===== src/rtl/alu_issue_if.sv =====
// Request, ALU-side and response signals of the single-issue ALU front end.
// The slave modport is the issue unit; the master modport is its environment.
interface alu_issue_if #(
    parameter int N = 32
);
    logic         in_valid;
    logic         in_ready;
    logic [3:0]   op;
    logic [3:0]   cond;
    logic         set_flags;
    logic [N-1:0] a_in;
    logic [N-1:0] b_in;
    logic [N-1:0] alu_a;
    logic [N-1:0] alu_b;
    logic [3:0]   alu_sel;
    logic [N-1:0] alu_result;
    logic         alu_z;
    logic         alu_n;
    logic         alu_v;
    logic         out_valid;
    logic         out_ready;
    logic [N-1:0] out_result;
    logic         out_exec;
    logic         out_wb;
    logic         out_err;
    logic [2:0]   flags;

    modport slave (
        input  in_valid, op, cond, set_flags, a_in, b_in,
        input  alu_result, alu_z, alu_n, alu_v, out_ready,
        output in_ready, alu_a, alu_b, alu_sel,
        output out_valid, out_result, out_exec, out_wb, out_err, flags
    );

    modport master (
        output in_valid, op, cond, set_flags, a_in, b_in,
        output alu_result, alu_z, alu_n, alu_v, out_ready,
        input  in_ready, alu_a, alu_b, alu_sel,
        input  out_valid, out_result, out_exec, out_wb, out_err, flags
    );
endinterface


===== src/rtl/alu_issue.sv =====
// Single-issue ALU front end: accept, one EXEC cycle, hold response.
// Conditions are checked against the NZV flag register at accept time.
module alu_issue #(
    parameter int N = 32
) (
    input  logic       clk,
    input  logic       rst_n,
    alu_issue_if.slave bus
);
    typedef enum logic [1:0] {S_IDLE, S_EXEC, S_RESP} state_t;

    state_t       r_state;
    state_t       w_next;
    logic [N-1:0] r_alu_a;
    logic [N-1:0] r_alu_b;
    logic [3:0]   r_alu_sel;
    logic [3:0]   r_op;
    logic         r_sf;
    logic         r_ok;
    logic         r_ill;
    logic [N-1:0] r_out_result;
    logic         r_out_exec;
    logic         r_out_wb;
    logic         r_out_err;
    logic [2:0]   r_flags;
    logic         w_accept;
    logic         w_legal;
    logic         w_cond_ok;
    logic [3:0]   w_sel;
    logic         w_upd;
    logic         w_arith;

    assign w_accept = (r_state == S_IDLE) & bus.in_valid;
    assign w_legal  = (bus.op <= 4'd8);
    assign w_arith  = (r_op <= 4'd2);
    assign w_upd    = r_ok & (r_sf | (r_op == 4'd2));

    // flags are {N,Z,V}
    always_comb begin
        w_cond_ok = 1'b0;
        case (bus.cond)
            4'd0:    w_cond_ok = r_flags[1];
            4'd1:    w_cond_ok = ~r_flags[1];
            4'd2:    w_cond_ok = r_flags[2];
            4'd3:    w_cond_ok = ~r_flags[2];
            4'd4:    w_cond_ok = r_flags[0];
            4'd5:    w_cond_ok = ~r_flags[0];
            4'd14:   w_cond_ok = 1'b1;
            default: w_cond_ok = 1'b0;
        endcase
    end

    always_comb begin
        w_sel = 4'd0;
        case (bus.op)
            4'd0:       w_sel = 4'd1;
            4'd1, 4'd2: w_sel = 4'd2;
            4'd3, 4'd4, 4'd5, 4'd6,
            4'd7, 4'd8: w_sel = bus.op;
            default:    w_sel = 4'd0;
        endcase
    end

    always_ff @(posedge clk or negedge rst_n) begin
        if (!rst_n) r_state <= S_IDLE;
        else        r_state <= w_next;
    end

    always_comb begin
        w_next = r_state;
        unique case (r_state)
            S_IDLE:  if (bus.in_valid) w_next = S_EXEC;
            S_EXEC:  w_next = S_RESP;
            S_RESP:  if (bus.out_ready) w_next = S_IDLE;
            default: w_next = S_IDLE;
        endcase
    end

    always_ff @(posedge clk or negedge rst_n) begin
        if (!rst_n) begin
            r_alu_a      <= '0;
            r_alu_b      <= '0;
            r_alu_sel    <= 4'd0;
            r_op         <= 4'd0;
            r_sf         <= 1'b0;
            r_ok         <= 1'b0;
            r_ill        <= 1'b0;
            r_out_result <= '0;
            r_out_exec   <= 1'b0;
            r_out_wb     <= 1'b0;
            r_out_err    <= 1'b0;
            r_flags      <= 3'b000;
        end else if (w_accept) begin
            r_alu_a   <= bus.a_in;
            r_alu_b   <= bus.b_in;
            r_alu_sel <= (w_legal & w_cond_ok) ? w_sel : 4'd0;
            r_op      <= bus.op;
            r_sf      <= bus.set_flags;
            r_ok      <= w_legal & w_cond_ok;
            r_ill     <= ~w_legal;
        end else if (r_state == S_EXEC) begin
            r_out_result <= r_ok ? bus.alu_result : '0;
            r_out_exec   <= r_ok;
            r_out_wb     <= r_ok & (r_op != 4'd2);
            r_out_err    <= r_ill;
            // V only tracks add/sub overflow; logic ops leave it alone
            if (w_upd)
                r_flags <= {bus.alu_n, bus.alu_z,
                            w_arith ? bus.alu_v : r_flags[0]};
        end
    end

    assign bus.in_ready   = (r_state == S_IDLE);
    assign bus.out_valid  = (r_state == S_RESP);
    assign bus.alu_a      = r_alu_a;
    assign bus.alu_b      = r_alu_b;
    assign bus.alu_sel    = r_alu_sel;
    assign bus.out_result = r_out_result;
    assign bus.out_exec   = r_out_exec;
    assign bus.out_wb     = r_out_wb;
    assign bus.out_err    = r_out_err;
    assign bus.flags      = r_flags;
endmodule


===== src/flat_wrapper.sv =====
// flat-port wrapper written by rule: the top's interface ports become plain ports
module alu_issue_flat 
#(
    parameter int N = 32
)
  (clk, rst_n, bus_in_valid, bus_op, bus_cond, bus_set_flags, bus_a_in, bus_b_in, bus_alu_result, bus_alu_z, bus_alu_n, bus_alu_v, bus_out_ready, bus_in_ready, bus_alu_a, bus_alu_b, bus_alu_sel, bus_out_valid, bus_out_result, bus_out_exec, bus_out_wb, bus_out_err, bus_flags);
  alu_issue_if #(.N(N)) bus_i ();
  input  logic clk;
  input  logic rst_n;
  input wire logic [$bits(bus_i.in_valid)-1:0] bus_in_valid;
  input wire logic [$bits(bus_i.op)-1:0] bus_op;
  input wire logic [$bits(bus_i.cond)-1:0] bus_cond;
  input wire logic [$bits(bus_i.set_flags)-1:0] bus_set_flags;
  input wire logic [$bits(bus_i.a_in)-1:0] bus_a_in;
  input wire logic [$bits(bus_i.b_in)-1:0] bus_b_in;
  input wire logic [$bits(bus_i.alu_result)-1:0] bus_alu_result;
  input wire logic [$bits(bus_i.alu_z)-1:0] bus_alu_z;
  input wire logic [$bits(bus_i.alu_n)-1:0] bus_alu_n;
  input wire logic [$bits(bus_i.alu_v)-1:0] bus_alu_v;
  input wire logic [$bits(bus_i.out_ready)-1:0] bus_out_ready;
  output wire logic [$bits(bus_i.in_ready)-1:0] bus_in_ready;
  output wire logic [$bits(bus_i.alu_a)-1:0] bus_alu_a;
  output wire logic [$bits(bus_i.alu_b)-1:0] bus_alu_b;
  output wire logic [$bits(bus_i.alu_sel)-1:0] bus_alu_sel;
  output wire logic [$bits(bus_i.out_valid)-1:0] bus_out_valid;
  output wire logic [$bits(bus_i.out_result)-1:0] bus_out_result;
  output wire logic [$bits(bus_i.out_exec)-1:0] bus_out_exec;
  output wire logic [$bits(bus_i.out_wb)-1:0] bus_out_wb;
  output wire logic [$bits(bus_i.out_err)-1:0] bus_out_err;
  output wire logic [$bits(bus_i.flags)-1:0] bus_flags;
  assign bus_i.in_valid = bus_in_valid;
  assign bus_i.op = bus_op;
  assign bus_i.cond = bus_cond;
  assign bus_i.set_flags = bus_set_flags;
  assign bus_i.a_in = bus_a_in;
  assign bus_i.b_in = bus_b_in;
  assign bus_i.alu_result = bus_alu_result;
  assign bus_i.alu_z = bus_alu_z;
  assign bus_i.alu_n = bus_alu_n;
  assign bus_i.alu_v = bus_alu_v;
  assign bus_i.out_ready = bus_out_ready;
  assign bus_in_ready = bus_i.in_ready;
  assign bus_alu_a = bus_i.alu_a;
  assign bus_alu_b = bus_i.alu_b;
  assign bus_alu_sel = bus_i.alu_sel;
  assign bus_out_valid = bus_i.out_valid;
  assign bus_out_result = bus_i.out_result;
  assign bus_out_exec = bus_i.out_exec;
  assign bus_out_wb = bus_i.out_wb;
  assign bus_out_err = bus_i.out_err;
  assign bus_flags = bus_i.flags;
  alu_issue #(.N(N)) u_core (.clk(clk), .rst_n(rst_n), .bus(bus_i));
endmodule

===== config.mk =====
export PLATFORM = sky130hd
export DESIGN_NAME = alu_issue_flat
export DESIGN_NICKNAME = d
export VERILOG_FILES = /design/src/rtl/alu_issue_if.sv /design/src/rtl/alu_issue.sv /design/src/flat_wrapper.sv
export SDC_FILE = /design/constraint.sdc
export NUM_CORES = 1
export LEC_CHECK = 0
export BUFFER_PORTS_ARGS = -buffer_cell sky130_fd_sc_hd__buf_2
export CAP_MARGIN = 20
export CORE_UTILIZATION = 46
export DETAILED_ROUTE_END_ITERATION = 6
export HOLD_SLACK_MARGIN = 0.12
export PLACE_DENSITY_LB_ADDON = 0.25
export SYNTH_ARGS = -nofsm -noshare
export SYNTH_HDL_FRONTEND = slang
export SYNTH_SLANG_ARGS = --single-unit

===== constraint.sdc =====
create_clock -name clk -period 1.9 [get_ports clk]
set_input_delay 0.38 -clock clk [delete_from_list [all_inputs] [get_ports clk]]
set_output_delay 0.38 -clock clk [all_outputs]
set_load 0.01 [all_outputs]

# Word-level counts from Yosys, hierarchy flattened
# Cells that the tools add are included.
dict set report word_totals {
  register_bits 115
  word_cells 62
  out_inout_bits 108
}
dict set report op_classes {
  bitwise 10
  order_cmp 2
  mux 7
  eq_ne 20
  n_reduce_logical 9
}
# op n
set op_table {}
lappend op_table {{$mux 32} 1}
lappend op_table {{$eq 4x3->1 const B} 6}
lappend op_table {{$eq 4x2->1 const B} 5}
lappend op_table {{$pmux 4 s3} 1}
lappend op_table {{$eq 4x1->1 const B} 2}
lappend op_table {{$eq 4x4->1 const B} 2}
lappend op_table {{$logic_not 4->1} 2}
lappend op_table {{$pmux 1 s7} 1}
lappend op_table {{$pmux 2 s3} 1}
lappend op_table {{$reduce_or 6->1} 1}
lappend op_table {{$not 1->1} 5}
lappend op_table {{$and 1x1->1} 4}
lappend op_table {{$le 4x2->1 const B} 1}
lappend op_table {{$le 4x4->1 const B} 1}
lappend op_table {{$mux 2} 2}
lappend op_table {{$mux 4} 1}
lappend op_table {{$ne 2x2->1 const B} 2}
lappend op_table {{$ne 4x2->1 const B} 1}
lappend op_table {{$reduce_and 2->1} 2}
lappend op_table {{$reduce_and 4->1} 1}
lappend op_table {{$reduce_and 3->1} 1}
lappend op_table {{$eq 2x1->1 const B} 1}
lappend op_table {{$eq 2x2->1 const B} 1}
lappend op_table {{$logic_not 2->1} 1}
lappend op_table {{2 further kinds} 2}

# Depth between registers and ports, before layout
dict set report depth {
  word_depth 4
  mapped_depth 6
}

# Least setup slack after synthesis
# No wires, ideal clock.
dict set report synth_timing {
  path_type {reg-to-reg}
  startpoint {register u_core.r_op[0]}
  endpoint {register u_core.r_flags[0] (netlist: u_core.bus.flags[0])}
  required_time_ns 1.772
  setup_time_ns 0.128
  path_slack_ns 0.382
  arrival_ns 1.391
  path_stages_with_launch 5
  cell_sequence {dfrtp_1 > nor4b_4 > o211ai_2 > a2111oi_2 > mux2_1}
}
dict set report synth_via {
  elab_chain_cells 4
}
# item line_no
set synth_lines {}
lappend synth_lines {{start: declaration} alu_issue.sv:17} ;# logic [3:0] r_op;
lappend synth_lines {{start signal: assignment} alu_issue.sv:97} ;# r_op <= bus.op;
lappend synth_lines {{$eq 4x2->1} alu_issue.sv:36} ;# assign w_upd = r_ok & (r_sf | (r_op == 4'd2));
lappend synth_lines {{$or 1x1->1} alu_issue.sv:36}
lappend synth_lines {{$and 1x1->1} alu_issue.sv:36}
lappend synth_lines {{$reduce_and 4->1 (no source line) (*)} -}
lappend synth_lines {{end signal: assignment} alu_issue.sv:108} ;# r_flags <= {bus.alu_n, bus.alu_z,
lappend synth_lines {{end: declaration} alu_issue.sv:25} ;# logic [2:0] r_flags;
# Mark *: on every way between the ends. The rest lies on a longest branch, timed or not.
# A chain may end at the register's enable or synchronous reset.

# Worst setup path after layout
dict set report layout_timing {
  startpoint {register u_core.r_state[1]}
  endpoint {output port bus_in_ready}
}
dict set report layout_via {
  elab_chain_cells 1
}
# item line_no
set layout_lines {}
lappend layout_lines {{start: declaration} alu_issue.sv:12} ;# state_t r_state;
lappend layout_lines {{start signal: assignment} alu_issue.sv:66} ;# else r_state <= w_next;
lappend layout_lines {{$logic_not 2->1} alu_issue.sv:113} ;# assign bus.in_ready = (r_state == S_IDLE);
lappend layout_lines {{end: declaration} flat_wrapper.sv:21} ;# output wire logic [$bits(bus_i.in_ready)-1:0] bus_in_ready;
# No other way between the ends.

==> metrics.md <==
| Metric | Value |
|---|---|
| Post-CTS sizing | `0` |
| Setup Fix Bufs, Post-CTS | `0` |
| Area contributors post-synth | `dfrtp_1 (63%), nand2_1 (24%), nand3_1 (3.6%), clkbuf_1 (1.4%), buf_2 (1.1%)` |
| Final Hold Viols | `0` |
| Reg2Reg Setup Slack | `around 0.3 ns` |
| Hpwl dp | `between 7 and 8 mm` |
| Die height | `101 microns` |
| Finish-stage setup viols | `0` |
| CTS Hold Buffers Added | `between 90 and 100` |
| Cell with the most instances after synthesis | `nand2_1` |
| Post-place setup slack | `a little under 0.3 ns` |
| Clk pin slew, worst setup/hold paths | `approximately 0.050 ns` |
| Synth Cell Area | `between 4000 and 5000 sq um` |
| Layout cells sized above 1 | `0.326` |
| Drt total wl | `13.6 mm` |
| First-pass GRT wire length | `about 21 mm` |
| VDD IR max | `0.000829 V` |
| H-tree depth | `4` |
| FF-to-FF Start | `u_core.r_op[0]$_DFFE_PN0P_` |
| Nets | `927` |
| Final worst slack | `0.270 ns` |
| Top cells by count, synth | `nand2_1 (285), dfrtp_1 (115), nand3_1 (33)` |
| Max Cap Viol | `0` |
| Clock Tree Buf Depth | `2` |
| DR vias | `4568` |
| Mean Syn Cell Area | `~9.1 sq um` |
| Critical path launch point type | `flip-flop` |
| Accumulated negative setup slack | `0 ns` |
| Post-synth EDFFs | `0` |
| Starting Density | `0.482` |
| Clock sink count | `approximately 120` |
| Core area | `between 9000 and 10000 sq um` |
| Cts bufs inserted | `17` |
| Clock skew after layout | `0.00890 ns` |
| Largest net degree at the start of global routing | `between 50 and 60` |
| R2r worst-path depth | `4` |
| Minimum clock period | `about 1.6 ns` |
| Outcome | `finished clean` |
| Synth unique cells | `30` |
| FF-to-FF End | `u_core.bus.flags[0]$_DFFE_PN0P_` |
| DR WL/cell | `about 14 microns` |
| Register area share after synthesis | `0.635` |
| CTS tree | `built` |
| GRT Util Overall | `0.270` |
| Diodes inserted | `0` |
| Slew HR | `0.636` |
| Power density over the cells | `1520 nW/um^2` |
| Synth warn | `0` |
| Syn Nets | `610` |
| Leakage | `4.18 nW` |
| Ys async rst share | `1.00` |
| Synthesized flop and latch total | `between 100 and 150` |
| DRT Pass-1 Iters | `4` |
| Top cell type by total area after synthesis | `dfrtp_1` |
| Setup CP Type | `reg -> out` |
| Yosys top cell area share | `0.635` |
| Worst Setup EP | `bus_in_ready` |
| Vias in the first global route | `around 4600` |
| Initial antenna violation count | `0` |
| Antenna viol nets, final | `0` |
| Synth Flop Type | `dfrtp_1` |
| Critical Path RT | `~1.5 ns` |
| Worst Setup SP | `u_core.r_state[1]$_DFFE_PN0P_` |
| RSZ-0062 raised after global routing | `false` |
| Worst slew pin tran | `around 0.55 ns` |
| Area Growth Syn to Fin | `62.7%` |
| Routability Congestion | `slightly below 0.8` |
| Ports | `220` |
| Post-DR vias/cell | `~4.8` |
| Achievable Freq | `about 610 MHz` |
| Clock Tree Root | `clkbuf_8` |
| Min-delay src | `bus_alu_result[0]` |
| CP Max Fanout | `4` |
| IO buf count | `approximately 220` |
| # DRC | `0` |
| GRT overflow | `0` |
| DR iter-0 viols | `roughly 180` |
| Die Area | `10300 sq um` |
| Rows | `35` |
| CP Capture Type | `output port` |
| Post-Syn Instances | `about 500` |
| Worst Hold Class | `in -> reg` |
| Worst EP arrival | `between 1 and 1.5 ns` |
| Final Slew Violations | `0` |
| DIE WIDTH | `just over 100 microns` |
| Clk Latency, worst-skew pair | `about 0.50 ns` |
| Tcrit/Tclk final | `0.858` |
-- per-layer routing --
metal / track usage / wire [microns] / up-vias
met5: 0 / 0 / -
met4: 0.134 / 450 / 0
met3: 0.0766 / 1010 / 44
met2: 0.463 / 6570 / 211
met1: 0.312 / 5540 / 2115
li1: - / - / 2198
-- per-stage QoR --
step / std cells / power [mW] / instance area, sq um / hold WS [ns] / util
2_1_floorplan: 498 / 6.07 / 4530 / 0.0844 / -
3_3_place_gp: 828 / 7.59 / 5790 / 0.326 / 0.615
3_5_place_dp: 828 / 7.70 / 5790 / 0.336 / 0.615
4_1_cts: 957 / 11.2 / 7380 / 0.121 / 0.784
5_1_grt: 957 / 11.9 / 7380 / 0.125 / 0.784
6_report: 957 / 11.2 / 7380 / 0.139 / 0.784
-- final cells by class --
type,count,area (sq um)
clock buffer,20,435
clock inverter,12,181
fill,583,2040
inverter,4,15.0
multi-input combinational,352,1530
sequential,115,2880
tap,129,161
timing repair buffer,325,2170
-- report_power, final --
| group | internal [mW] | switching, mW | total [mW] | leakage [nW] |
|---|---|---|---|---|
| clock | 2.17 | 1.12 | 3.29 | 0.287 |
| combinational | 1.50 | 2.30 | 3.80 | 2.42 |
| sequential | 3.51 | 0.600 | 4.11 | 1.47 |
-- how the worst min path moves through the flow --
stage	to	cells past startpoint	slack (ns)
finish	u_core.bus.out_result[0]$_DFFE_PN0P_	3	0.14
global route	u_core.bus.out_result[19]$_DFFE_PN0P_	3	0.13
CTS	u_core.bus.out_result[19]$_DFFE_PN0P_	3	0.12
detailed placement	u_core.bus.alu_b[21]$_DFFE_PN0P_	1	0.34
global placement	u_core.bus.alu_a[0]$_DFFE_PN0P_	1	0.33
floorplan	u_core.bus.alu_a[0]$_DFFE_PN0P_	0	0.08
-- cells in the final DEF, fill, tap and decap left out, drive strengths merged, types with 2 or more instances in the layout --
cell type,instances
nand3,33
mux2,3
buf,228
clkinv,4
o21ai,8
o41ai,2
clkinvlp,4
bufinv,4
dlygate4sd3,97
nor2b,2
nand2b,3
dfrtp,115
nand2,285
clkbuf,20
inv,4
-- cells by family (layout without fill, tap and decap cells) --
| family | Yosys count | after routing | synth area share |
|---|---|---|---|
| and+or+nand+nor | 329 | 329 | 0.291 |
| AOI/OAI and AO/OA | 19 | 19 | 0.0359 |
| muxes | 4 | 4 | 0.00966 |
| DFF | 115 | 115 | 0.635 |
| buffers and inverters | 31 | 361 | 0.0284 |
-- flip-flops by register name, summed over array words and instances (netlist names) --
register               cells
u_core.bus.alu_b          32
u_core.r_state             2
u_core.r_ill               1
u_core.bus.out_exec        1
u_core.bus.alu_a          32
u_core.bus.out_result     32
u_core.bus.out_err         1
u_core.bus.flags           3
u_core.r_ok                1
u_core.r_sf                1
u_core.bus.alu_sel         4
u_core.r_op                4
u_core.bus.out_wb          1
-- critical path, cell delays in order (launching register included) --
cell     delay, ns
dfrtp_1       0.41
nor2_1        0.17
buf_2         0.18
(Power assumes the default switching activity.)
